`src/rtl/uart_pkg.sv`:
```
// rtl/uart_pkg.sv - shared UART defaults and receiver state encoding
package uart_pkg;

  localparam int UART_DATA_BITS  = 8;
  localparam int UART_OVERSAMPLE = 16;

  typedef enum logic [2:0] {
    ST_IDLE   = 3'd0,
    ST_START  = 3'd1,
    ST_DATA   = 3'd2,
    ST_PARITY = 3'd3,
    ST_STOP   = 3'd4
  } uart_rx_state_e;

endpackage

```
`src/rtl/uart_rx_sync.sv`:
```
// rtl/uart_rx_sync.sv - generic 2-flop synchronizer, both flops reset to RESET_VAL
module uart_rx_sync #(
  parameter logic RESET_VAL = 1'b1
) (
  input  logic i_clk,
  input  logic i_reset,
  input  logic i_d,
  output logic o_q
);

  logic r_meta;
  logic r_sync;

  always_ff @(posedge i_clk) begin
    if (i_reset) begin
      r_meta <= RESET_VAL;
      r_sync <= RESET_VAL;
    end else begin
      r_meta <= i_d;
      r_sync <= r_meta;
    end
  end

  assign o_q = r_sync;

endmodule

```
`src/rtl/uart_rx.sv`:
```
// rtl/uart_rx.sv - oversampling UART receiver with valid/read holding register
// Optional even-parity bit between data and stop when UART_RX_PARITY_EN is defined.
module uart_rx
  import uart_pkg::*;
#(
  parameter int DATA_BITS  = UART_DATA_BITS,
  parameter int OVERSAMPLE = UART_OVERSAMPLE,
  parameter int MID        = OVERSAMPLE / 2 - 1
) (
  input  logic                 sys_clk,
  input  logic                 reset,
  input  logic                 baud_tick,
  input  logic                 rx,
  input  logic                 rd_en,
  output logic [DATA_BITS-1:0] rx_data,
  output logic                 rx_valid,
  output logic                 frame_err,
  output logic                 overrun_err,
  output logic                 parity_err
);

  localparam int TCW = $clog2(OVERSAMPLE);
  localparam int BCW = $clog2(DATA_BITS);
  localparam logic [TCW-1:0] TC_MID  = TCW'(MID);
  localparam logic [TCW-1:0] TC_LAST = TCW'(OVERSAMPLE - 1);
  localparam logic [BCW-1:0] BC_LAST = BCW'(DATA_BITS - 1);

  logic                 w_rx_s;
  uart_rx_state_e       r_state;
  logic [TCW-1:0]       r_tick_cnt;
  logic [BCW-1:0]       r_bit_cnt;
  logic [DATA_BITS-1:0] r_shift;
  logic [DATA_BITS-1:0] r_rx_data;
  logic                 r_rx_valid;
  logic                 r_frame_err;
  logic                 r_overrun_err;
  logic                 r_wait_high;

`ifdef UART_RX_PARITY_EN
  logic r_parity_bit;
  logic r_parity_err;
  assign parity_err = r_parity_err;
`else
  assign parity_err = 1'b0;
`endif

  uart_rx_sync #(.RESET_VAL(1'b1)) u_sync (
    .i_clk   (sys_clk),
    .i_reset (reset),
    .i_d     (rx),
    .o_q     (w_rx_s)
  );

  always_ff @(posedge sys_clk) begin
    if (reset) begin
      r_state       <= ST_IDLE;
      r_tick_cnt    <= '0;
      r_bit_cnt     <= '0;
      r_shift       <= '0;
      r_rx_data     <= '0;
      r_rx_valid    <= 1'b0;
      r_frame_err   <= 1'b0;
      r_overrun_err <= 1'b0;
      r_wait_high   <= 1'b0;
`ifdef UART_RX_PARITY_EN
      r_parity_bit  <= 1'b0;
      r_parity_err  <= 1'b0;
`endif
    end else begin
      if (rd_en) r_rx_valid <= 1'b0;
      if (baud_tick) begin
        case (r_state)
          ST_IDLE: begin
            r_tick_cnt <= '0;
            // After a low stop bit the line must go high before a new start is armed
            if (r_wait_high) begin
              if (w_rx_s) r_wait_high <= 1'b0;
            end else if (!w_rx_s) begin
              r_state <= ST_START;
            end
          end
          ST_START: begin
            if (r_tick_cnt == TC_MID) begin
              r_tick_cnt <= '0;
              r_bit_cnt  <= '0;
              r_state    <= w_rx_s ? ST_IDLE : ST_DATA;
            end else begin
              r_tick_cnt <= r_tick_cnt + TCW'(1);
            end
          end
          ST_DATA: begin
            r_tick_cnt <= (r_tick_cnt == TC_LAST) ? '0 : r_tick_cnt + TCW'(1);
            if (r_tick_cnt == TC_LAST) begin
              r_shift   <= {w_rx_s, r_shift[DATA_BITS-1:1]};
              r_bit_cnt <= r_bit_cnt + BCW'(1);
              if (r_bit_cnt == BC_LAST) begin
`ifdef UART_RX_PARITY_EN
                r_state <= ST_PARITY;
`else
                r_state <= ST_STOP;
`endif
              end
            end
          end
`ifdef UART_RX_PARITY_EN
          ST_PARITY: begin
            r_tick_cnt <= (r_tick_cnt == TC_LAST) ? '0 : r_tick_cnt + TCW'(1);
            if (r_tick_cnt == TC_LAST) begin
              r_parity_bit <= w_rx_s;
              r_state      <= ST_STOP;
            end
          end
`endif
          ST_STOP: begin
            r_tick_cnt <= (r_tick_cnt == TC_LAST) ? '0 : r_tick_cnt + TCW'(1);
            if (r_tick_cnt == TC_LAST) begin
              r_rx_data     <= r_shift;
              r_frame_err   <= ~w_rx_s;
              r_overrun_err <= r_rx_valid & ~rd_en;
              r_rx_valid    <= 1'b1;
              r_wait_high   <= ~w_rx_s;
              r_tick_cnt    <= '0;
              r_state       <= ST_IDLE;
`ifdef UART_RX_PARITY_EN
              r_parity_err  <= ^{r_shift, r_parity_bit};
`endif
            end
          end
          default: r_state <= ST_IDLE;
        endcase
      end
    end
  end

  assign rx_data     = r_rx_data;
  assign rx_valid    = r_rx_valid;
  assign frame_err   = r_frame_err;
  assign overrun_err = r_overrun_err;

endmodule
```
`config.mk`:
```
export PLATFORM = sky130hd
export DESIGN_NAME = uart_rx
export DESIGN_NICKNAME = d
export VERILOG_FILES = /design/src/rtl/uart_pkg.sv /design/src/rtl/uart_rx_sync.sv /design/src/rtl/uart_rx.sv
export SDC_FILE = /design/constraint.sdc
export NUM_CORES = 1
export LEC_CHECK = 0
export ABC_CLOCK_PERIOD_IN_PS = 3500
export BUFFER_PORTS_ARGS = -buffer_cell sky130_fd_sc_hd__buf_2
export CORE_MARGIN = 10
export CORE_UTILIZATION = 35
export CTS_CLUSTER_DIAMETER = 40
export DETAILED_ROUTE_END_ITERATION = 12
export PLACE_DENSITY = 0.49
export SYNTH_ARGS = -nofsm -noshare
export SYNTH_HDL_FRONTEND = slang
export SYNTH_SLANG_ARGS = --single-unit
export TNS_END_PERCENT = 1
```
`constraint.sdc`:
```
create_clock -name sys_clk -period 3.5 [get_ports sys_clk]
set_input_delay 0.35 -clock sys_clk [delete_from_list [all_inputs] [get_ports sys_clk]]
set_output_delay 0.35 -clock sys_clk [all_outputs]
set_load 0.03 [all_outputs]
```
==> summary.md <==
| Metric | Value |
|---|---|
| Final Max Tran Viols | 0 |
| Crit path DAT | 1.89 ns |
| Max Freq | around 570 MHz |
| Main combinational cell family by area after synthesis | simple AND/OR/NAND/NOR gates |
| Setup WS pre-CTS | between 1.5 and 2 ns |
| Reg-to-reg endpoint | r_bit_cnt[0]$_SDFFE_PP0P_ |
| Vias per cell | 5.06 |
| GRT Util Overall | about 9% |
| Final hold vios | 0 |
| Main synth FF type | dfxtp_1 |
| Nets | about 180 |
| Total gr overflow | 0 |
| Core Area | around 0.0040 mm^2 |
| Reg-to-reg startpoint | r_state[0]$_SDFFE_PP0P_ |
| Port bufs | 15 |
| CTS Root Cell | clkbuf_8 |
| Post-detail-place hpwl | roughly 2200 um |
| H-tree levels | 2 |
| Synth warnings | 0 |
| Final Instance Area | 0.00164 mm^2 |
| Area share of fa/ha/maj cells after synthesis | under 10% |
| Top cells by count, synth | dfxtp_1 (32), nand2_1 (21), nor2_1 (17), a21oi_1 (16), mux2i_1 (9) |
| Post-CTS setup buffer count | 0 |
| RSZ-0062 raised after global routing | false |
| Static Leak | between 0.5 and 0.6 nW |
| Pwr dens | about 460 mW/mm^2 |
| Clock buffer depth | 2 |
| Req. time, crit path | between 3 and 4 ns |
| Final core occ | 40.9% |
| Mux contribution to synthesized area | 6.24% |
| Clock sinks | 32 |
| Share of layout cells above drive strength 1 | about 18% |
| CTS tree | yes |
| Worst-Skew Late Latency | about 0.28 ns |
| Number of distinct library cells after synthesis | 43 |
| Syn-to-layout area delta | 13.3% |
| DIE AREA | a little over 0.007 mm^2 |
| Synth Instances | roughly 160 |
| Final Skew | 0.00436 ns |
| Vias post-DR | about 1100 |
| Dpl cell area | 0.00152 mm^2 |
| Syn Area/Cell | slightly below 9 um^2 |
| Hold path cells | 2 |
| Register-to-Register Path Depth | 4 |
| Hold Path Sink | u_sync.r_meta$_SDFF_PP1_ |
| Hold WS | about 0.24 ns |
| RePlAce Congestion | about 0.77 |
| Hold-fix buffers at CTS | 0 |
| Final period utilization | approximately half |
| Worst-path maximum fanout | 18 |
| Overall power | 749 uW |
| Outcome | finished clean |
| Worst min-delay path startpoint | rx |
| Yosys top cell by area | dfxtp_1 |
| Post-synth EDFFs | 0 |
| Mapped Area | 0.00144 mm^2 |
| Vias in the first global route | 1176 |
| Final WS setup | 1.76 ns |
| Placed cell count | 218 |
| First-pass GRT wire length | between 5000 and 6000 um |
| Count leader, synth | dfxtp_1 |
| Drt wl/cell | 13.4 um |
| DR pass1 iterations | 2 |
| WS Path Type | reg2reg |
| CP peak stage delay | a little under 0.7 ns |
| DRC | 0 |
| Slowest CP cell | dfxtp_1 |
| Clock Pin Slew Worst Setup and Hold Paths | approximately 0.07 ns |
| Die Ht | around 84 um |
| Area contributors post-synth | dfxtp_1 (44%), mux2i_1 (6.2%), a21oi_1 (5.5%) |
| Initial antenna violation count | 0 |
| Row cnt | 23 |
| Post-synthesis xor/xnor area fraction | 0% |
| Post-layout min period | about 1.7 ns |
| Synth top area share | 44.4% |
| Post-route ant nets | 0 |
| Compound-cell area share of the yosys netlist | between 10% and 20% |
| CP Launch Type | flop |
| Antenna Cells | 0 |
| Worst path cell trace | or3b_1, a21oi_2, mux2i_1, nor2_1 |
| Initial Util | ~36% |
| MaxCap Viol Count | 0 |
| Largest net degree at the start of global routing | 33 |
| R2R Setup Slk | between 1.5 and 2 ns |
| Worst-Margin Slew | approximately 0.57 ns |
| #FFs+latches synth | 32 |
| Hold Crit Class | in2reg |
| Max IR drop VDD | ~0.35 mV |
| Rel. slew slack | 61.9% |
| Fin cells | 226 |
| Total wire length | about 3000 um |
| Die Span X | ~84 um |
| Mapped Nets | about 170 |
| Setup TNS | 0 ns |
| Asr flop ratio synth | 0% |
| # IOs | 17 |
| Cts repair resizes | 0 |
| Iteration-0 DRC Markers | 63 |
| Worst Setup End Kind | flop |
| Register area share after synthesis | around 44% |
| Simple-Gate Fraction of Synth Area | 26.2% |
| CTS buffer count | 5 |
| Setup violators final | 0 |
placed cells by master, fill, tap and decap left out, types with 2 or more instances in the layout:
cell type  synthesis  layout
dfxtp_1           32      32
nand2_1           21      21
nor2_1            17      17
a21oi_1           16      16
buf_2              3      15
mux2i_1            9       9
nand3_1            6       6
clkbuf_8           0       5
nand2b_1           4       4
o21ai_1            3       3
o21a_1             3       3
ha_1               3       3
or3b_1             2       2
nand3b_1           2       2
nand4b_1           2       2
a21oi_2            2       2
nor3b_1            2       2
or3b_4             2       2
and3_1             2       2
nor3_1             2       2
inv_1              2       2
or2_2              2       2
final cells by class:
type | instances | area [um^2]
timing repair buffer | 15 | 75.1
multi-input combinational | 119 | 736
inverter | 2 | 7.51
fill | 439 | 2360
tap | 50 | 62.6
clock inverter | 3 | 46.3
sequential | 32 | 641
clock buffer | 5 | 68.8
per-layer routing:
metal  wire length (um)  share of wire [%]  track usage (%)  vias to the layer above
li1                   -                  -                -                      588
met1               1380                 45             10.0                      540
met2               1480                 49             14.7                       12
met3                152                5.0             3.86                        4
met4                 25               0.83             3.65                        0
met5                  0                  0                0                        -
where the power goes:
group / switching [mW] / internal [mW]
Sequential: 0.00239 / 0.365
Combinational: 0.0135 / 0.00675
Clock: 0.146 / 0.214
Total: 0.162 / 0.586
cell families after synthesis:
group                    Yosys count
buffers and inverters             13
multiplexers                       9
other                              1
AO/OA/AOI/OAI                     35
flip-flops                        32
adder cells (fa/ha/maj)            3
AND/OR/NAND/NOR                   71
worst max path at each step:
stage	startpoint	end	slack (ns)
2_1_floorplan	r_bit_cnt[0]$_SDFFE_PP0P_	r_state[1]$_SDFFE_PP0P_	1.97
3_3_place_gp	r_tick_cnt[0]$_SDFFE_PP0P_	frame_err$_SDFFE_PP0P_	1.80
3_5_place_dp	r_tick_cnt[0]$_SDFFE_PP0P_	rx_data[0]$_SDFFE_PP0P_	1.75
4_1_cts	r_tick_cnt[0]$_SDFFE_PP0P_	rx_data[0]$_SDFFE_PP0P_	1.73
5_1_grt	r_tick_cnt[0]$_SDFFE_PP0P_	overrun_err$_SDFFE_PP0P_	1.57
6_report	r_state[0]$_SDFFE_PP0P_	r_bit_cnt[0]$_SDFFE_PP0P_	1.76
flip-flops by register name, summed over array words and instances, names as in the netlist:
| signal | count |
|---|---|
| r_shift | 8 |
| r_state | 3 |
| r_bit_cnt | 3 |
| overrun_err | 1 |
| u_sync.o_q | 1 |
| rx_data | 8 |
| u_sync.r_meta | 1 |
| r_wait_high | 1 |
| rx_valid | 1 |
| r_tick_cnt | 4 |
| frame_err | 1 |
worst max-delay path, delay by kind of cell (launching register included):
kind | cells | cell delay, ns
DFF | 1 | 0.68
AOI/OAI and AO/OA | 1 | 0.24
and+or+nand+nor | 2 | 0.47
muxes | 1 | 0.21
(Power assumes the default switching activity.)
